[config.mk]
export PLATFORM = sky130hd
export DESIGN_NAME = mdio_phy_responder_flat
export DESIGN_NICKNAME = d
export VERILOG_FILES = /design/src/rtl/mdio_phy_responder_if.sv /design/src/rtl/mdio_phy_responder.sv /design/src/flat_wrapper.sv
export SDC_FILE = /design/constraint.sdc
export NUM_CORES = 1
export LEC_CHECK = 0
export CAP_MARGIN = 10
export CORE_MARGIN = 3
export CORE_UTILIZATION = 60
export CTS_BUF_LIST = sky130_fd_sc_hd__clkbuf_4
export CTS_CLUSTER_SIZE = 30
export DETAILED_ROUTE_END_ITERATION = 7
export GPL_TIMING_DRIVEN = 0
export PLACE_DENSITY = 0.89
export SLEW_MARGIN = 20
export SYNTH_ARGS = -nofsm -noshare
export SYNTH_HDL_FRONTEND = slang
export SYNTH_SLANG_ARGS = --single-unit
[constraint.sdc]
create_clock -name clk_clk -period 3.07 [get_ports clk_clk]
set_input_delay 0.614 -clock clk_clk [delete_from_list [all_inputs] [get_ports clk_clk]]
set_output_delay 0.614 -clock clk_clk [all_outputs]
set_load 0.05 [all_outputs]
[src/rtl/mdio_phy_responder_if.sv]
// -----------------------------------------------------------------------------
// mdio_phy_responder_if
//
// MDIO management bus between a MAC (station management master) and the PHY
// responder.
//
// Signals:
//   mdc       management clock, driven by the MAC
//   mdio_in   MDIO pad input as seen by the PHY
//   mdio_out  MDIO value the PHY drives when enabled
//   mdio_oen  PHY output enable, active-low (0 = PHY drives the pad)
//
// Protocol: the MAC changes mdio_in while mdc is low. The PHY samples mdio_in
// on the rising edge of mdc. The PHY changes mdio_out/mdio_oen only just after
// a rising mdc edge, so the MAC sees a stable value at the next rising edge.
// There is no valid/ready pair: every rising mdc edge carries exactly one bit.
// -----------------------------------------------------------------------------
interface mdio_phy_responder_if;
   logic mdc;
   logic mdio_in;
   logic mdio_out;
   logic mdio_oen;

   modport master (
      output mdc,
      output mdio_in,
      input  mdio_out,
      input  mdio_oen
   );

   modport slave (
      input  mdc,
      input  mdio_in,
      output mdio_out,
      output mdio_oen
   );
endinterface

[src/rtl/mdio_phy_responder.sv]
// -----------------------------------------------------------------------------
// mdio_phy_responder
//
// IEEE 802.3 Clause 22 MDIO management responder (PHY side). MDC and MDIO are
// oversampled in the clk_clk domain. Each synchronized rising MDC edge is one
// bit event. Frames addressed to PHY_ADDR read or write a small register file:
//   reg 0      control, RW (bit 15 = soft reset, self-clearing)
//   reg 1      status, RO = 16'h7949 | (link_up << 2)
//   reg 2/3    PHY_ID1 / PHY_ID2, RO
//   reg 16-31  scratch, RW, reset to 0
//   others     read 0, writes ignored
//
// Ports:
//   clk_clk        system clock (at least 4x the MDC frequency)
//   reset_reset_n  asynchronous active-low reset
//   mdio           MDIO bus (slave modport): mdc, mdio_in, mdio_out, mdio_oen
//   link_up        link status, reported in reg 1 bit 2
//   ctrl_reg       current reg 0 contents
//   wr_valid       one-cycle pulse on each committed write to a RW register
//   wr_addr        register address of the last committed write
//   wr_data        data of the last committed write (as written)
//   fsm_state      frame decoder state, for debug and checkers
//
// Build option:
//   MDIO_PREAMBLE_SUPPRESS_EN  when defined, a single 1 before the start
//                              pattern is enough preamble; otherwise at least
//                              32 consecutive 1s are required.
// -----------------------------------------------------------------------------
module mdio_phy_responder #(
   parameter logic [4:0]  PHY_ADDR    = 5'd1,
   parameter int          SYNC_STAGES = 2,
   parameter logic [15:0] CTRL_RESET  = 16'h1140,
   parameter logic [15:0] PHY_ID1     = 16'h0141,
   parameter logic [15:0] PHY_ID2     = 16'h0CC2
) (
   input  logic                 clk_clk,
   input  logic                 reset_reset_n,
   mdio_phy_responder_if.slave  mdio,
   input  logic                 link_up,
   output logic [15:0]          ctrl_reg,
   output logic                 wr_valid,
   output logic [4:0]           wr_addr,
   output logic [15:0]          wr_data,
   output logic [2:0]           fsm_state
);

`ifdef MDIO_PREAMBLE_SUPPRESS_EN
   localparam logic [5:0] PRE_MIN = 6'd1;
`else
   localparam logic [5:0] PRE_MIN = 6'd32;
`endif

   localparam logic [15:0] STATUS_BASE = 16'h7949;
   // Soft reset bit never reads back as 1.
   localparam logic [15:0] CTRL_MASK   = 16'h7FFF;

   typedef enum logic [2:0] {
      IDLE, START, OP, PHYAD, REGAD, TA, DATA, SKIP
   } state_t;

   state_t state_q, state_d;

   // ---------------------------------------------------------------------------
   // Synchronizers and MDC rising-edge detection
   // ---------------------------------------------------------------------------
   logic [SYNC_STAGES-1:0] mdc_sync;
   logic [SYNC_STAGES-1:0] mdio_sync;
   logic                   mdc_prev;
   logic                   bit_evt;
   logic                   bit_val;

   always_ff @(posedge clk_clk or negedge reset_reset_n) begin
      if (!reset_reset_n) begin
         mdc_sync  <= '0;
         mdio_sync <= '0;
         mdc_prev  <= 1'b0;
      end else begin
         mdc_sync  <= {mdc_sync[SYNC_STAGES-2:0], mdio.mdc};
         mdio_sync <= {mdio_sync[SYNC_STAGES-2:0], mdio.mdio_in};
         mdc_prev  <= mdc_sync[SYNC_STAGES-1];
      end
   end

   assign bit_evt = mdc_sync[SYNC_STAGES-1] & ~mdc_prev;
   assign bit_val = mdio_sync[SYNC_STAGES-1];

   // ---------------------------------------------------------------------------
   // Frame decoder state
   // ---------------------------------------------------------------------------
   logic [5:0]  pre_cnt_q, pre_cnt_d;
   logic [4:0]  bit_cnt_q, bit_cnt_d;
   logic        op_first_q, op_first_d;
   logic        is_read_q, is_read_d;
   logic [4:0]  phyad_q, phyad_d;
   logic [4:0]  regad_q, regad_d;
   logic [15:0] rd_sr_q, rd_sr_d;
   // Holds D15..D1 of a write; D0 arrives with the commit event.
   logic [14:0] wr_sr_q, wr_sr_d;
   logic        out_q, out_d;
   logic        oen_q, oen_d;
   logic        commit;
   logic [4:0]  regad_full;
   logic [15:0] rd_mux;
   logic [15:0] commit_data;

   logic [15:0] ctrl_q;
   logic [15:0] scratch_q [16];

   assign regad_full  = {regad_q[3:0], bit_val};
   assign commit_data = {wr_sr_q, bit_val};

   // Read value for the address completing on this event.
   always_comb begin
      rd_mux = 16'h0000;
      case (regad_full)
         5'd0:    rd_mux = ctrl_q;
         5'd1:    rd_mux = STATUS_BASE | {13'd0, link_up, 2'd0};
         5'd2:    rd_mux = PHY_ID1;
         5'd3:    rd_mux = PHY_ID2;
         default: if (regad_full[4]) rd_mux = scratch_q[regad_full[3:0]];
      endcase
   end

   always_ff @(posedge clk_clk or negedge reset_reset_n) begin
      if (!reset_reset_n) begin
         state_q    <= IDLE;
         pre_cnt_q  <= '0;
         bit_cnt_q  <= '0;
         op_first_q <= 1'b0;
         is_read_q  <= 1'b0;
         phyad_q    <= '0;
         regad_q    <= '0;
         rd_sr_q    <= '0;
         wr_sr_q    <= '0;
         out_q      <= 1'b1;
         oen_q      <= 1'b1;
      end else begin
         state_q    <= state_d;
         pre_cnt_q  <= pre_cnt_d;
         bit_cnt_q  <= bit_cnt_d;
         op_first_q <= op_first_d;
         is_read_q  <= is_read_d;
         phyad_q    <= phyad_d;
         regad_q    <= regad_d;
         rd_sr_q    <= rd_sr_d;
         wr_sr_q    <= wr_sr_d;
         out_q      <= out_d;
         oen_q      <= oen_d;
      end
   end

   always_comb begin
      state_d    = state_q;
      pre_cnt_d  = (state_q == IDLE) ? pre_cnt_q : 6'd0;
      bit_cnt_d  = bit_cnt_q;
      op_first_d = op_first_q;
      is_read_d  = is_read_q;
      phyad_d    = phyad_q;
      regad_d    = regad_q;
      rd_sr_d    = rd_sr_q;
      wr_sr_d    = wr_sr_q;
      out_d      = out_q;
      oen_d      = oen_q;
      commit     = 1'b0;

      if (bit_evt) begin
         case (state_q)
            IDLE: begin
               if (bit_val) begin
                  if (pre_cnt_q != 6'd32) pre_cnt_d = pre_cnt_q + 6'd1;
               end else if (pre_cnt_q >= PRE_MIN) begin
                  // This 0 is the first start bit.
                  state_d   = START;
                  pre_cnt_d = 6'd0;
               end else begin
                  pre_cnt_d = 6'd0;
               end
            end
            START: begin
               bit_cnt_d = 5'd0;
               state_d   = bit_val ? OP : IDLE;
            end
            OP: begin
               if (bit_cnt_q == 5'd0) begin
                  op_first_d = bit_val;
                  bit_cnt_d  = 5'd1;
               end else begin
                  bit_cnt_d = 5'd0;
                  // 10 = read, 01 = write, anything else aborts.
                  if (op_first_q != bit_val) begin
                     is_read_d = op_first_q;
                     state_d   = PHYAD;
                  end else begin
                     state_d = IDLE;
                  end
               end
            end
            PHYAD: begin
               phyad_d = {phyad_q[3:0], bit_val};
               if (bit_cnt_q == 5'd4) begin
                  bit_cnt_d = 5'd0;
                  state_d   = REGAD;
               end else begin
                  bit_cnt_d = bit_cnt_q + 5'd1;
               end
            end
            REGAD: begin
               regad_d = regad_full;
               if (bit_cnt_q == 5'd4) begin
                  bit_cnt_d = 5'd0;
                  if (phyad_q == PHY_ADDR) begin
                     state_d = TA;
                     // Snapshot so fabric changes cannot alter this frame.
                     rd_sr_d = rd_mux;
                  end else begin
                     state_d = SKIP;
                  end
               end else begin
                  bit_cnt_d = bit_cnt_q + 5'd1;
               end
            end
            TA: begin
               if (bit_cnt_q == 5'd0) begin
                  bit_cnt_d = 5'd1;
                  if (is_read_q) begin
                     // Turnaround zero, seen by the MAC in TA bit 2.
                     oen_d = 1'b0;
                     out_d = 1'b0;
                  end
               end else begin
                  bit_cnt_d = 5'd0;
                  state_d   = DATA;
                  if (is_read_q) begin
                     out_d   = rd_sr_q[15];
                     rd_sr_d = {rd_sr_q[14:0], 1'b0};
                  end
               end
            end
            DATA: begin
               if (bit_cnt_q == 5'd15) begin
                  bit_cnt_d = 5'd0;
                  state_d   = IDLE;
                  out_d     = 1'b1;
                  oen_d     = 1'b1;
                  commit    = ~is_read_q;
               end else begin
                  bit_cnt_d = bit_cnt_q + 5'd1;
                  if (is_read_q) begin
                     out_d   = rd_sr_q[15];
                     rd_sr_d = {rd_sr_q[14:0], 1'b0};
                  end else begin
                     wr_sr_d = {wr_sr_q[13:0], bit_val};
                  end
               end
            end
            SKIP: begin
               // Frame for another PHY: TA + 16 data bits = 18 events.
               if (bit_cnt_q == 5'd17) begin
                  bit_cnt_d = 5'd0;
                  state_d   = IDLE;
               end else begin
                  bit_cnt_d = bit_cnt_q + 5'd1;
               end
            end
            default: state_d = IDLE;
         endcase
      end
   end

   // ---------------------------------------------------------------------------
   // Register file and write reporting
   // ---------------------------------------------------------------------------
   always_ff @(posedge clk_clk or negedge reset_reset_n) begin
      if (!reset_reset_n) begin
         ctrl_q   <= CTRL_RESET & CTRL_MASK;
         for (int i = 0; i < 16; i++) scratch_q[i] <= 16'h0000;
         wr_valid <= 1'b0;
         wr_addr  <= 5'd0;
         wr_data  <= 16'h0000;
      end else begin
         wr_valid <= 1'b0;
         if (commit) begin
            if (regad_q == 5'd0) begin
               wr_valid <= 1'b1;
               wr_addr  <= regad_q;
               wr_data  <= commit_data;
               if (commit_data[15]) begin
                  ctrl_q <= CTRL_RESET & CTRL_MASK;
                  for (int i = 0; i < 16; i++) scratch_q[i] <= 16'h0000;
               end else begin
                  ctrl_q <= commit_data & CTRL_MASK;
               end
            end else if (regad_q[4]) begin
               wr_valid                <= 1'b1;
               wr_addr                 <= regad_q;
               wr_data                 <= commit_data;
               scratch_q[regad_q[3:0]] <= commit_data;
            end
         end
      end
   end

   assign mdio.mdio_out = out_q;
   assign mdio.mdio_oen = oen_q;
   assign ctrl_reg      = ctrl_q;
   assign fsm_state     = state_q;

endmodule
[src/flat_wrapper.sv]
// flat-port wrapper written by rule: the top's interface ports become plain ports
module mdio_phy_responder_flat 
#(
   parameter logic [4:0]  PHY_ADDR    = 5'd1,
   parameter int          SYNC_STAGES = 2,
   parameter logic [15:0] CTRL_RESET  = 16'h1140,
   parameter logic [15:0] PHY_ID1     = 16'h0141,
   parameter logic [15:0] PHY_ID2     = 16'h0CC2
)
  (clk_clk, reset_reset_n, link_up, ctrl_reg, wr_valid, wr_addr, wr_data, fsm_state, mdio_mdc, mdio_mdio_in, mdio_mdio_out, mdio_mdio_oen);
  mdio_phy_responder_if mdio_i ();
  input  logic clk_clk;
  input  logic reset_reset_n;
  input  logic link_up;
  output logic [15:0] ctrl_reg;
  output logic wr_valid;
  output logic [4:0] wr_addr;
  output logic [15:0] wr_data;
  output logic [2:0] fsm_state;
  input wire logic [$bits(mdio_i.mdc)-1:0] mdio_mdc;
  input wire logic [$bits(mdio_i.mdio_in)-1:0] mdio_mdio_in;
  output wire logic [$bits(mdio_i.mdio_out)-1:0] mdio_mdio_out;
  output wire logic [$bits(mdio_i.mdio_oen)-1:0] mdio_mdio_oen;
  assign mdio_i.mdc = mdio_mdc;
  assign mdio_i.mdio_in = mdio_mdio_in;
  assign mdio_mdio_out = mdio_i.mdio_out;
  assign mdio_mdio_oen = mdio_i.mdio_oen;
  mdio_phy_responder #(.PHY_ADDR(PHY_ADDR), .SYNC_STAGES(SYNC_STAGES), .CTRL_RESET(CTRL_RESET), .PHY_ID1(PHY_ID1), .PHY_ID2(PHY_ID2)) u_core (.clk_clk(clk_clk), .reset_reset_n(reset_reset_n), .mdio(mdio_i), .link_up(link_up), .ctrl_reg(ctrl_reg), .wr_valid(wr_valid), .wr_addr(wr_addr), .wr_data(wr_data), .fsm_state(fsm_state));
endmodule
==> results_dict.tcl <==
set metrics [dict create \
    grt_pass1_vias 13600 \
    crit_arrival_ps 3780 \
    place.gp.congestion 0.980 \
    track_usage 0.343 \
    cts.clk_slew.worst_paths_ps 80 \
    ctsLongestPathBuffers 3 \
    avgSynthCellArea_um2 12.0 \
    rows 59 \
    yosysTopAreaCellShare 0.536 \
    drt-total-wl_um 49600 \
    ir_worst_vdd_mv 0.404 \
    vias 13500 \
    crit_type "reg -> reg" \
    antenna_found_initial 1 \
    tightest_slew_ps 964 \
    fin_nets 1524 \
    syn_to_final_growth_pct 12.9 \
    largest_reg_flops 256 \
    hpwlAfterDp_um 33800 \
    yosysMostFrequentCell "dfrtp_1" \
    yosys_warnings 0 \
    synth_edf_count 0 \
    start_util 0.620 \
    cp.required_ps 3740 \
    cts-root-buf "clkbuf_4" \
    grt_max_degree 107 \
    synth_cell_type_count 71 \
    first_pass_iters 7 \
    cts_sinks 357 \
    setup-tns-final_ps -39.9 \
    htree_levels 3 \
    numCtsBuffers 89 \
    grt_pass1_wl_um 77100 \
    powerDensity_mw_per_mm2 478 \
    violations "negative setup slack" \
    overflow 0 \
    syn_nets 1380 \
    setup_viol 1 \
    leakage_uw 0.00867 \
    antenna_left 0 \
    numPortBuffers 46 \
    drv_cap 0 \
    min_period_ps 3110 \
    drive_gt1_frac 0.209 \
    finalHoldViolations 0 \
    cp_max_fo 10 \
    die_area_mm2 0.0294 \
    hp-class "in -> reg" \
    synthesis.area_mm2 0.0164 \
    core_area_mm2 0.0265 \
    synth_flop_cell "dfrtp_1" \
    synth_area_leaders "dfrtp_1, a22o_1, mux4_2" \
    clkLatencyLatePin_ps 750 \
    fin_skew_ps 47.1 \
    largestRegisters "u_core.scratch_q: 256 flops, u_core.rd_sr_q: 16 flops, u_core.wr_data: 16 flops" \
    fin_util 0.700 \
    tritoncts "done" \
    worst_slack_ps -39.9 \
    period_share 1.01 \
    top_register "u_core.scratch_q" \
    fin_area_mm2 0.0185 \
    ys_seq_area_frac 0.544 \
    relSlewSlack 0.358 \
    viasPerCell 7.10 \
    cp-end-kind "flip-flop" \
    yosysTopAreaCell "dfrtp_1" \
    dr.first_iter.drc_count 1880 \
    die_y_um 171 \
    start_kind "flip-flop" \
    max_freq_mhz 322 \
    placed_area_mm2 0.0174 \
    drc 0 \
    whs_ps 321 \
    die_w_um 171 \
    synth-seq-cells 357 \
    wire_per_inst_um 26.0 \
    syn_inst 1367 \
    synth_common_cells "dfrtp_1, a22o_1, nand2_1" \
    ys_async_sr_fraction 1.00 \
    io-pin-count 48 \
    final_max_slew_viol_count 0 \
    status "complete, but fails checks" \
]
worst paths after layout:
path / from / to / slack [ps] / cells past startpoint
setup / recovery: u_core.regad_q[0]$_DFFE_PN0P_ / u_core.rd_sr_q[8]$_DFFE_PN0P_ / -40 / 8
hold / removal: mdio_mdio_in / u_core.mdio_sync[0]$_DFF_PN0_ / 320 / 1
setup reg to reg: u_core.regad_q[0]$_DFFE_PN0P_ / u_core.rd_sr_q[8]$_DFFE_PN0P_ / -40 / 8
hold reg to reg: u_core.mdc_sync[0]$_DFF_PN0_ / u_core.mdc_sync[1]$_DFF_PN0_ / 340 / 0
max in group asynchronous: reset_reset_n / u_core.scratch_q[108]$_DFFE_PN0P_ / 1670 / 3
min in group asynchronous: reset_reset_n / u_core.bit_cnt_q[0]$_DFFE_PN0P_ / 460 / 2
where the power goes:
part	total, uW	internal, uW	switching, uW
registers	4730	4720	16.7
clock network	3880	1910	1980
logic	250	64.9	185
cell families after synthesis:
group	synth area share
AO/OA/AOI/OAI	0.201
flip-flops	0.544
AND/OR/NAND/NOR	0.0873
buffers and inverters	0.0423
multiplexers	0.117
adder cells (fa/ha/maj)	0.00609
XOR/XNOR	0.00160
other	0.000228
metrics by stage:
step / cells / total power [uW] / worst slack [ps]
CTS: 1903 / 8880 / 69.9
global route: 1907 / 9190 / -29.2
floorplan: 1367 / 4910 / 697
detailed placement: 1751 / 5070 / 58.1
global placement: 1748 / 5050 / -13420
finish: 1907 / 8870 / -39.9
layout make-up:
| type | count | area (um2) |
|---|---|---|
| Antenna cell | 1 | 2.50 |
| Buffer | 135 | 646 |
| Multi-Input combinational cell | 860 | 6830 |
| Clock inverter | 25 | 131 |
| Inverter | 15 | 56.3 |
| Sequential cell | 357 | 8940 |
| Tap cell | 335 | 419 |
| Clock buffer | 126 | 946 |
| Fill cell | 1760 | 7950 |
| Timing Repair Buffer | 53 | 581 |
metal layers:
layer,wire length (um),track usage,up-vias
met1,18100,0.459,6631
met4,3140,0.189,0
met2,22100,0.513,1162
met3,6230,0.0974,267
met5,0,0,-
li1,-,-,5471
worst max-delay path, cell delays in order (launching register included):
cell,delay (ps)
dfrtp_1,420
buf_2,240
clkbuf_1,590
buf_2,490
nor3_1,100
a2111oi_0,680
a21oi_1,130
a31oi_1,260
a21o_1,130
repair_timing:
action	in CTS	in global routing
hold endpoints to repair	66	0
hold buffers	1	0
setup endpoints to repair	0	27
setup buffers	0	3
resized for setup	0	6
placed cells by master (no fill, tap or decap), drive strengths merged, types with 37 or more instances in the layout:
cell type      instances
dfrtp                352
a22o                 211
o21ai                 59
mux2                  53
nand2                136
clkdlybuf4s50         45
mux4                  37
a21oi                 46
clkbuf               198
mux2i                 49
buf                   70
No activity file was read; power rests on OpenSTA's default activity.
